File: src/rtl/mac_vec_if.sv
// Handshake and operand bus for the mac_vec multi-lane dot-product engine.
// The master side feeds beats and consumes results; the slave side is the engine.
interface mac_vec_if #(
  parameter int DATA_WIDTH = 8,
  parameter int LANES      = 4,
  parameter int ACC_WIDTH  = 24,
  parameter int CNT_WIDTH  = 8
);
  logic                        in_valid;
  logic                        in_ready;
  logic                        signed_mode;
  logic [CNT_WIDTH-1:0]        vec_len;
  logic [LANES*DATA_WIDTH-1:0] a_vec;
  logic [LANES*DATA_WIDTH-1:0] b_vec;
  logic                        out_valid;
  logic                        out_ready;
  logic [ACC_WIDTH-1:0]        acc_out;
  logic                        sat;

  modport master (
    output in_valid, signed_mode, vec_len, a_vec, b_vec, out_ready,
    input  in_ready, out_valid, acc_out, sat
  );

  modport slave (
    input  in_valid, signed_mode, vec_len, a_vec, b_vec, out_ready,
    output in_ready, out_valid, acc_out, sat
  );
endinterface

File: src/rtl/mac_vec.sv
// Multi-lane MAC: LANES products per beat, adder-tree reduction, accumulation over vec_len beats.
// Define MAC_VEC_SATURATE_EN to clamp the accumulator to the latched mode's range and report sat.
module mac_vec #(
  parameter int DATA_WIDTH = 8,
  parameter int LANES      = 4,
  parameter int ACC_WIDTH  = 24,
  parameter int CNT_WIDTH  = 8
) (
  input logic     clk,
  input logic     rst,
  input logic     clr,
  mac_vec_if.slave bus
);
  localparam int PW = 2 * DATA_WIDTH;

  localparam logic [1:0] ST_ACCUM = 2'd0;
  localparam logic [1:0] ST_DRAIN = 2'd1;
  localparam logic [1:0] ST_OUT   = 2'd2;

  generate
    if (ACC_WIDTH < PW + $clog2(LANES)) begin : g_width_check
      $error("mac_vec: ACC_WIDTH too small to hold an exact lane sum");
    end
  endgenerate

  logic [1:0]           state;
  logic [CNT_WIDTH-1:0] cnt;
  logic [CNT_WIDTH-1:0] len_q;
  logic                 mode_q;

  logic                 flush;
  logic                 accept;
  logic                 first;
  logic                 cur_mode;
  logic [CNT_WIDTH-1:0] cur_len;
  logic                 last_beat;

  assign flush        = rst | clr;
  assign bus.in_ready = (state == ST_ACCUM) && !flush;
  assign accept       = bus.in_valid && bus.in_ready;
  // Mode and length come straight from the bus on the first beat, from the latches afterwards.
  assign first        = (cnt == '0);
  assign cur_mode     = first ? bus.signed_mode : mode_q;
  assign cur_len      = first ? ((bus.vec_len == '0) ? CNT_WIDTH'(1) : bus.vec_len) : len_q;
  assign last_beat    = ((cnt + CNT_WIDTH'(1)) == cur_len);

  logic [PW-1:0] prod_d [LANES];
  logic [PW-1:0] prod_q [LANES];
  logic          v1, last1, mode1;

  for (genvar i = 0; i < LANES; i++) begin : g_lane
    logic [DATA_WIDTH-1:0] a_l, b_l;
    logic [PW-1:0]         a_x, b_x;
    assign a_l = bus.a_vec[i*DATA_WIDTH +: DATA_WIDTH];
    assign b_l = bus.b_vec[i*DATA_WIDTH +: DATA_WIDTH];
    assign a_x = cur_mode ? {{DATA_WIDTH{a_l[DATA_WIDTH-1]}}, a_l} : {{DATA_WIDTH{1'b0}}, a_l};
    assign b_x = cur_mode ? {{DATA_WIDTH{b_l[DATA_WIDTH-1]}}, b_l} : {{DATA_WIDTH{1'b0}}, b_l};
    assign prod_d[i] = a_x * b_x;
  end

  logic [ACC_WIDTH-1:0] sum_d;
  logic [ACC_WIDTH-1:0] sum_q;
  logic                 v2, last2, mode2;

  always_comb begin
    sum_d = '0;
    for (int i = 0; i < LANES; i++) begin
      if (mode1) sum_d = sum_d + ACC_WIDTH'($signed(prod_q[i]));
      else       sum_d = sum_d + ACC_WIDTH'(prod_q[i]);
    end
  end

  logic [ACC_WIDTH-1:0] acc_q;
  logic [ACC_WIDTH-1:0] acc_d;
  logic                 clip_d;
  logic                 sat_q;

`ifdef MAC_VEC_SATURATE_EN
  logic [ACC_WIDTH:0] acc_wide;

  // One guard bit exposes overflow; a clamped value keeps accumulating from the rail.
  always_comb begin
    clip_d   = 1'b0;
    acc_wide = mode2 ? ({acc_q[ACC_WIDTH-1], acc_q} + {sum_q[ACC_WIDTH-1], sum_q})
                     : ({1'b0, acc_q} + {1'b0, sum_q});
    acc_d    = acc_wide[ACC_WIDTH-1:0];
    if (mode2) begin
      if (acc_wide[ACC_WIDTH] != acc_wide[ACC_WIDTH-1]) begin
        clip_d = 1'b1;
        acc_d  = acc_wide[ACC_WIDTH] ? {1'b1, {(ACC_WIDTH-1){1'b0}}}
                                     : {1'b0, {(ACC_WIDTH-1){1'b1}}};
      end
    end else if (acc_wide[ACC_WIDTH]) begin
      clip_d = 1'b1;
      acc_d  = '1;
    end
  end
`else
  always_comb begin
    acc_d  = acc_q + sum_q;
    clip_d = 1'b0;
  end
`endif

  always_ff @(posedge clk) begin
    if (flush) begin
      state  <= ST_ACCUM;
      cnt    <= '0;
      len_q  <= '0;
      mode_q <= 1'b0;
      v1     <= 1'b0;
      last1  <= 1'b0;
      mode1  <= 1'b0;
      v2     <= 1'b0;
      last2  <= 1'b0;
      mode2  <= 1'b0;
      sum_q  <= '0;
      acc_q  <= '0;
      sat_q  <= 1'b0;
      for (int i = 0; i < LANES; i++) prod_q[i] <= '0;
    end else begin
      v1 <= accept;
      if (accept) begin
        for (int i = 0; i < LANES; i++) prod_q[i] <= prod_d[i];
        last1 <= last_beat;
        mode1 <= cur_mode;
        cnt   <= cnt + CNT_WIDTH'(1);
        if (first) begin
          len_q  <= cur_len;
          mode_q <= cur_mode;
        end
      end

      v2 <= v1;
      if (v1) begin
        sum_q <= sum_d;
        last2 <= last1;
        mode2 <= mode1;
      end

      if (v2) begin
        acc_q <= acc_d;
        sat_q <= sat_q | clip_d;
      end

      case (state)
        ST_ACCUM: if (accept && last_beat) state <= ST_DRAIN;
        ST_DRAIN: if (v2 && last2) state <= ST_OUT;
        ST_OUT: begin
          if (bus.out_ready) begin
            state <= ST_ACCUM;
            acc_q <= '0;
            sat_q <= 1'b0;
            cnt   <= '0;
          end
        end
        default: state <= ST_ACCUM;
      endcase
    end
  end

  assign bus.out_valid = (state == ST_OUT);
  assign bus.acc_out   = acc_q;
  assign bus.sat       = sat_q;
endmodule

File: src/flat_wrapper.sv
// flat-port wrapper written by rule: the top's interface ports become plain ports
module mac_vec_flat 
#(
  parameter int DATA_WIDTH = 8,
  parameter int LANES      = 4,
  parameter int ACC_WIDTH  = 24,
  parameter int CNT_WIDTH  = 8
)
  (clk, rst, clr, bus_in_valid, bus_signed_mode, bus_vec_len, bus_a_vec, bus_b_vec, bus_out_ready, bus_in_ready, bus_out_valid, bus_acc_out, bus_sat);
  mac_vec_if #(.DATA_WIDTH(DATA_WIDTH), .LANES(LANES), .ACC_WIDTH(ACC_WIDTH), .CNT_WIDTH(CNT_WIDTH)) bus_i ();
  input logic clk;
  input logic rst;
  input logic clr;
  input wire logic [$bits(bus_i.in_valid)-1:0] bus_in_valid;
  input wire logic [$bits(bus_i.signed_mode)-1:0] bus_signed_mode;
  input wire logic [$bits(bus_i.vec_len)-1:0] bus_vec_len;
  input wire logic [$bits(bus_i.a_vec)-1:0] bus_a_vec;
  input wire logic [$bits(bus_i.b_vec)-1:0] bus_b_vec;
  input wire logic [$bits(bus_i.out_ready)-1:0] bus_out_ready;
  output wire logic [$bits(bus_i.in_ready)-1:0] bus_in_ready;
  output wire logic [$bits(bus_i.out_valid)-1:0] bus_out_valid;
  output wire logic [$bits(bus_i.acc_out)-1:0] bus_acc_out;
  output wire logic [$bits(bus_i.sat)-1:0] bus_sat;
  assign bus_i.in_valid = bus_in_valid;
  assign bus_i.signed_mode = bus_signed_mode;
  assign bus_i.vec_len = bus_vec_len;
  assign bus_i.a_vec = bus_a_vec;
  assign bus_i.b_vec = bus_b_vec;
  assign bus_i.out_ready = bus_out_ready;
  assign bus_in_ready = bus_i.in_ready;
  assign bus_out_valid = bus_i.out_valid;
  assign bus_acc_out = bus_i.acc_out;
  assign bus_sat = bus_i.sat;
  mac_vec #(.DATA_WIDTH(DATA_WIDTH), .LANES(LANES), .ACC_WIDTH(ACC_WIDTH), .CNT_WIDTH(CNT_WIDTH)) u_core (.clk(clk), .rst(rst), .clr(clr), .bus(bus_i));
endmodule
File: config.mk
export PLATFORM = sky130hd
export DESIGN_NAME = mac_vec_flat
export DESIGN_NICKNAME = d
export VERILOG_FILES = /design/src/rtl/mac_vec_if.sv /design/src/rtl/mac_vec.sv /design/src/flat_wrapper.sv
export SDC_FILE = /design/constraint.sdc
export NUM_CORES = 1
export LEC_CHECK = 0
export ABC_AREA = 1
export BUFFER_PORTS_ARGS = -buffer_cell sky130_fd_sc_hd__clkbuf_2
export CAP_MARGIN = 10
export CORE_MARGIN = 3
export CORE_UTILIZATION = 60
export CTS_BUF_LIST = sky130_fd_sc_hd__clkbuf_8
export CTS_CLUSTER_SIZE = 25
export DETAILED_ROUTE_END_ITERATION = 6
export PLACE_DENSITY = 0.81
export SETUP_SLACK_MARGIN = 0.3
export SYNTH_ARGS = -nofsm -noshare
export SYNTH_HDL_FRONTEND = slang
export SYNTH_SLANG_ARGS = --single-unit
export TNS_END_PERCENT = 20
File: constraint.sdc
create_clock -name clk -period 6.4 [get_ports clk]
set_clock_uncertainty 0.15 [all_clocks]
set_input_delay 0.64 -clock clk [delete_from_list [all_inputs] [get_ports clk]]
set_output_delay 0.64 -clock clk [all_outputs]
set_load 0.02 [all_outputs]
==> results of run 1 <==
==> metrics by stage <==
stage / hold slack, ps / power (W) / cells / setup WS [ps]
finish: 278 / 0.00913 / 3981 / 223
global route: 263 / 0.0102 / 3981 / 8.11
CTS: 262 / 0.00869 / 3980 / 289
detailed placement: 309 / 0.00764 / 3931 / -5.88
global placement: 302 / 0.00747 / 3931 / 172
floorplan: 289 / 0.00624 / 3367 / 277
==> flip-flops by register name, summed over array words and instances (netlist names) <==
signal,count
u_core.v1,1
u_core.v2,1
u_core.mode_q,1
u_core.last2,1
u_core.cnt,8
u_core.last1,1
u_core.prod_q,64
u_core.len_q,8
u_core.state,2
u_core.sum_q,24
u_core.bus.acc_out,24
u_core.mode1,1
==> worst max path at each step <==
stage / end / slack, ps / cells after the start
after floorplan: u_core.prod_q[3][15] / 280 / 32
after global placement: u_core.prod_q[2][15] / 170 / 28
after detailed placement: u_core.prod_q[2][14] / -6 / 24
after CTS: u_core.prod_q[3][14] / 290 / 26
after global routing: u_core.prod_q[3][15] / 8 / 30
final: u_core.prod_q[0][14] / 220 / 26
==> synthesized netlist by cell type, types with 7 or more instances <==
cell type | n | area share (%)
dfxtp_1 | 72 | 5.8
a21oi_1 | 199 | 4.0
nand3_1 | 128 | 2.6
nor3_1 | 23 | 0.47
a31o_2 | 7 | 0.25
inv_1 | 817 | 12
nor2_1 | 225 | 3.4
clkbuf_1 | 83 | 1.3
xor2_1 | 57 | 2.0
nand3b_1 | 9 | 0.27
ha_1 | 286 | 14
nand2_1 | 743 | 11
edfxtp_1 | 64 | 7.8
or2_2 | 10 | 0.25
xnor2_1 | 39 | 1.4
o21ai_0 | 139 | 2.8
o211ai_1 | 17 | 0.52
o21bai_1 | 12 | 0.36
nand4_1 | 31 | 0.78
a21o_1 | 14 | 0.43
o21a_1 | 9 | 0.27
a31oi_1 | 8 | 0.20
fa_1 | 312 | 25
inv_2 | 9 | 0.14
==> routing by layer <==
layer  wire, um  up-vias  global-route usage (%)
met5          0        -                       0
met4       1810        0                    8.38
met3       2850      133                    2.84
met2      27800      612                    46.5
met1      25100     9953                    35.8
li1           -    10479                       -
==> kinds of logic (layout without fill, tap and decap cells) <==
kind of cell / Yosys count / count (layout) / synth area share, %
AOI/OAI and AO/OA: 420 / 420 / 9.29
xor gates and xnor gates: 96 / 96 / 3.40
adders and majority gates: 598 / 598 / 39.7
buffers and inverters: 924 / 1013 / 14.2
DFF: 136 / 136 / 13.6
other: 1 / 1 / 0.0152
and+or+nand+nor: 1192 / 1192 / 19.7
==> power groups by stage <==
stage / sequential (W) / clock (W) / combinational (W)
floorplan: 0.00109 / 0 / 0.00515
CTS: 0.00111 / 0.000758 / 0.00683
global route: 0.00112 / 0.000799 / 0.00831
global placement: 0.00112 / 0 / 0.00635
detailed placement: 0.00112 / 0 / 0.00651
finish: 0.00111 / 0.000750 / 0.00728
==> final cells by class <==
class                           instances  area, sq um
Multi-Input combinational cell       2307        18200
Timing Repair Buffer                  155         1040
Clock buffer                           18          248
Tap cell                              525          657
Clock inverter                         14          158
Fill cell                            3419        13400
Sequential cell                       136         3370
Inverter                              826         3110
==> layout by cell type (no fill, tap or decap), types with 9 or more instances in the layout <==
cell type	n
o21a_1	9
o21bai_1	12
nor3_1	21
ha_1	275
nand3_1	121
buf_4	42
nand3b_1	9
a21o_1	14
ha_4	11
inv_2	19
nor2_1	216
inv_1	805
clkbuf_2	103
clkbuf_8	18
nand2_1	735
dfxtp_1	68
o211ai_1	17
a21oi_1	194
o21ai_0	139
edfxtp_1	64
fa_1	307
nand4_1	31
xor2_1	57
or2_2	10
xnor2_1	39
==> worst max-delay path, stage by stage, from the launching register on <==
cell and delay [ps]:
dfxtp_2 350, inv_4 70, ha_4 140, inv_2 40, nor2_4 110, nand3_2 110
nand2_4 150, buf_8 150, buf_12 170, nand3_1 100, fa_2 570, inv_2 70
fa_1 460, fa_1 510, inv_1 50, fa_1 530, inv_1 50, fa_1 460
fa_1 570, ha_4 220, buf_4 140, nand2_1 70, a21oi_1 60, a211oi_1 240
nand3_1 150, o21ai_0 170, a21oi_1 60
==> timing repair <==
item                                   4_1_cts  5_1_grt
gates cloned                                 4        0
setup endpoints to repair                   11       15
setup buffers                               13        1
resized for setup                           38       38
endpoints found under the hold margin        0        0
pin swaps                                   21       21
==> results.cfg, run 1 <==
[setup_path]
r2r_slack_ps = 220
crit_arrival_ps = 6250
rr_startpoint = u_core.cnt[1]
crit_fanout = 6
path_class = reg -> reg
cp-start-kind = flip-flop
ff2ff_path_depth = 26
setup.worst_path.start = u_core.cnt[1]
required_ps = 6470
r2r_end = u_core.prod_q[0][14]
endpoint_kind = flip-flop

[route]
drt_wl_total_um = 57600
num_vias = 21177
via_per_inst = 5.32
first_pass_iters = 5
drt_iter0_markers = 1362
detail_route.wl_per_cell_um = 14.5
drc_errors = 0
ant_nets = 0

[clock_tree]
cts_root_buf = clkbuf_8
clkLatencyLatePin_ps = 470
ctsHoldBuffers = 0
clk_pin_slew_ps = 90
h-tree-depth = 4
cts_tree = done
numCtsBuffers = 17
cts.sinks = 136
clk_path_buf_depth = 2

[timing]
period_share_pct = 96.5
setup_viol = 0
tightest_slew_ps = 891
fmax_mhz = 162
finalHoldViolCount = 0
timing.slew.headroom_pct = 40.5
rsz0062_at_grt = yes
finalSetupTns_ps = 0
fin_crit_ps = 6180
slew_viol_final = 0

[grt]
grt_max_degree = 54
grt_first_pass_wirelength_um = 98100
groute.usage.overall_pct = 26.9
antenna_found_initial = 0
grt_pass1_vias = 20994
grt_remaining_overflow = 0

[hold_path]
hold_end = u_core.len_q[7]
min_delay_path_depth = 3
hold_class = in -> reg
hp-start = bus_vec_len[7]

[synthesis]
syn-instance-count = 3367
synth_warnings = 0
syn_avg_cell_area_sq_um = 7.34
synthesis.area_sq_um = 24700
yosys_register_bits = 136
yosys_most_used_dff = dfxtp_1
synth_nets = 4043
synth_sequential_area_ratio_pct = 13.6
synth_cell_types = 45
async_reset_ff_share_pct = 0
synth_edf_count = 64

[placed_design]
hpwl_um = 46400
portBuffers = 103
dpl_cell_area_sq_um = 25800
gp_congestion = 0.952

[run]
max_cap_violations = 0

[pwr]
p_seq_share_pct = 12.1
switching_share_pct = 53.1
p_clk_share_pct = 8.2
comb_power_share_pct = 79.7
power_density_nw_per_um2 = 341
power_switching_w = 0.00485
power.leakage_nw = 15.4
internal_power_w = 0.00429
peakVddDrop_v = 0.000303

[final_layout]
post-route-util_pct = 66.6
finalNetCount = 4119
antenna_cells = 0
drive_gt1_share_pct = 8.36
syn2layout_area_growth_pct = 8.31
final_area_sq_um = 26800

[floorplanning]
start_util_pct = 61.5
die_w_um = 209
rows = 73
die_y_um = 209
die_area_sq_um = 43700
coreArea_sq_um = 40200
io_pins = 105

[status]
status = finished clean
No activity file was read; power rests on OpenSTA's default activity.
==> inputs of run 2 (changes only) <==
==> constraint.sdc (replaced) <==
create_clock -name clk -period 6.4 [get_ports clk]
set_clock_uncertainty 0.15 [all_clocks]
set_input_delay 0.96 -clock clk [delete_from_list [all_inputs] [get_ports clk]]
set_output_delay 0.96 -clock clk [all_outputs]
set_load 0.02 [all_outputs]
==> results.cfg, run 2 (synthesized netlist as in run 1, its figures left out) <==
[status]
status = finished clean

[pwr]
power_w = 0.00966
p_seq_share_pct = 11.4
power_switching_w = 0.00510
power.leakage_nw = 15.5
peakVddDrop_v = 0.000262
p_clk_share_pct = 7.5
switching_share_pct = 52.8
comb_power_share_pct = 81.0
internal_power_w = 0.00456
power_density_nw_per_um2 = 357

[final_layout]
largest_register = u_core.prod_q
finalNetCount = 4160
final_cell_mix = inv_1, nand2_1, fa_1, ha_1, nor2_1
antenna_cells = 0
final_common_cell = inv_1
fillers = 3363
largest_reg_flops = 64
drive_gt1_share_pct = 9.98
regArea_sq_um = 3370
multi_input_area_sq_um = 18300
syn2layout_area_growth_pct = 9.44

[floorplanning]
die_y_um = 209
start_util_pct = 61.5
die_area_sq_um = 43700
die_w_um = 209
io_pins = 105
coreArea_sq_um = 40200
rows = 73

[timing]
period_share_pct = 94.4
tightest_slew_ps = 859
finalHoldViolCount = 0
setup_viol = 0
finalSetupTns_ps = 0
slew_viol_final = 0
fin_crit_ps = 6040
timing.slew.headroom_pct = 42.7
hold_ws_ps = 317
fmax_mhz = 166
rsz0062_at_grt = yes

[setup_path]
required_ps = 6570
endpoint_kind = flip-flop
crit_fanout = 7
crit_arrival_ps = 6210
cp-start-kind = flip-flop
path_class = reg -> reg
r2r_slack_ps = 360

[grt]
groute.usage.overall_pct = 26.2
antenna_found_initial = 0
grt_max_degree = 54
grt_remaining_overflow = 0
grt_first_pass_wirelength_um = 96100
grt_pass1_vias = 20704

[clock_tree]
numCtsBuffers = 17
cts.sinks = 136
clk_pin_slew_ps = 90
clkLatencyLatePin_ps = 470
cts_root_buf = clkbuf_8
cts_tree = done
h-tree-depth = 4
clk_path_buf_depth = 2

[route]
drt_iter0_markers = 1404
drt_wl_total_um = 57500
drc_errors = 0
ant_nets = 0
detail_route.wl_per_cell_um = 14.3
via_per_inst = 5.26
num_vias = 21148
first_pass_iters = 6

[placed_design]
hpwl_um = 48200
portBuffers = 103
gp_congestion = 0.944

[run]
max_cap_violations = 0

[hold_path]
hold_class = reg -> reg
run 2: cell types whose count changed in the layout (fill, tap and decap cells not counted), sizes merged:
cell / previous run / this run
buf: 49 / 93
bufbuf: 3 / 0
clkinv: 2 / 4
bufinv: 2 / 1
clkbuf: 121 / 120
clkinvlp: 0 / 1
inv: 836 / 835
run 2: power groups by stage:
stage	logic, W	clock network, W	registers (W)
4_1_cts	0.00716	0.000741	0.00111
3_3_place_gp	0.00686	0	0.00112
6_report	0.00783	0.000729	0.00111
2_1_floorplan	0.00526	0	0.00109
3_5_place_dp	0.00709	0	0.00113
5_1_grt	0.00885	0.000771	0.00111
run 2: worst paths after layout:
path | startpoint | to | cells after the start
setup / recovery | u_core.cnt[0] | u_core.prod_q[3][14] | 26
setup reg to reg | u_core.cnt[0] | u_core.prod_q[3][14] | 26
hold / removal | u_core.len_q[6] | u_core.len_q[6] | 2
hold reg to reg | u_core.len_q[6] | u_core.len_q[6] | 2
run 2: layout make-up:
cell class                      instances  area share, %
Clock buffer                           17          0.865
Sequential cell                       136           12.5
Multi-Input combinational cell       2307           67.5
Tap cell                              525           2.43
Inverter                              826           11.5
Clock inverter                         15          0.578
Timing Repair Buffer                  196           4.62
run 2: metal layers:
metal | track usage, % | routed length, um | up-vias
met5 | 0 | 0 | -
met4 | 6.14 | 1050 | 0
met3 | 2.54 | 3080 | 79
met2 | 45.2 | 28200 | 630
met1 | 36.0 | 25100 | 9900
li1 | - | - | 10539
run 2: critical path: stages, from the launching register on:
cell      delay, ps
dfxtp_2         330
inv_2            70
ha_4            130
inv_1            60
nor2_4          120
nand3_4         120
nand2_8         140
clkinv_8        100
buf_8           150
nor2_4           90
inv_2            60
fa_2            480
buf_4           170
fa_1            470
inv_1            50
fa_1            490
fa_1            430
fa_1            490
fa_1            520
ha_4            320
inv_2            40
buf_4           140
nor4_4          300
nand3_1         110
nand3_1         100
o21ai_0          80
a21oi_1         170
run 2: what timing repair did:
item                       4_1_cts  5_1_grt
hold buffers                     0        0
setup endpoints to repair        9       14
setup buffers                    0        4
pin swaps                        0       48
gates resized for setup          6       87
run 2: per-stage QoR:
step / util (%) / std cells / worst slack [ps] / area, sq um
after floorplan: - / 3367 / 131 / 24800
after global routing: 67.3 / 4022 / 116 / 27100
after detailed placement: 65.4 / 3986 / -173 / 26300
after global placement: 65.4 / 3986 / -30.3 / 26300
after CTS: 66.4 / 4018 / 301 / 26700
final: 67.3 / 4022 / 359 / 27100
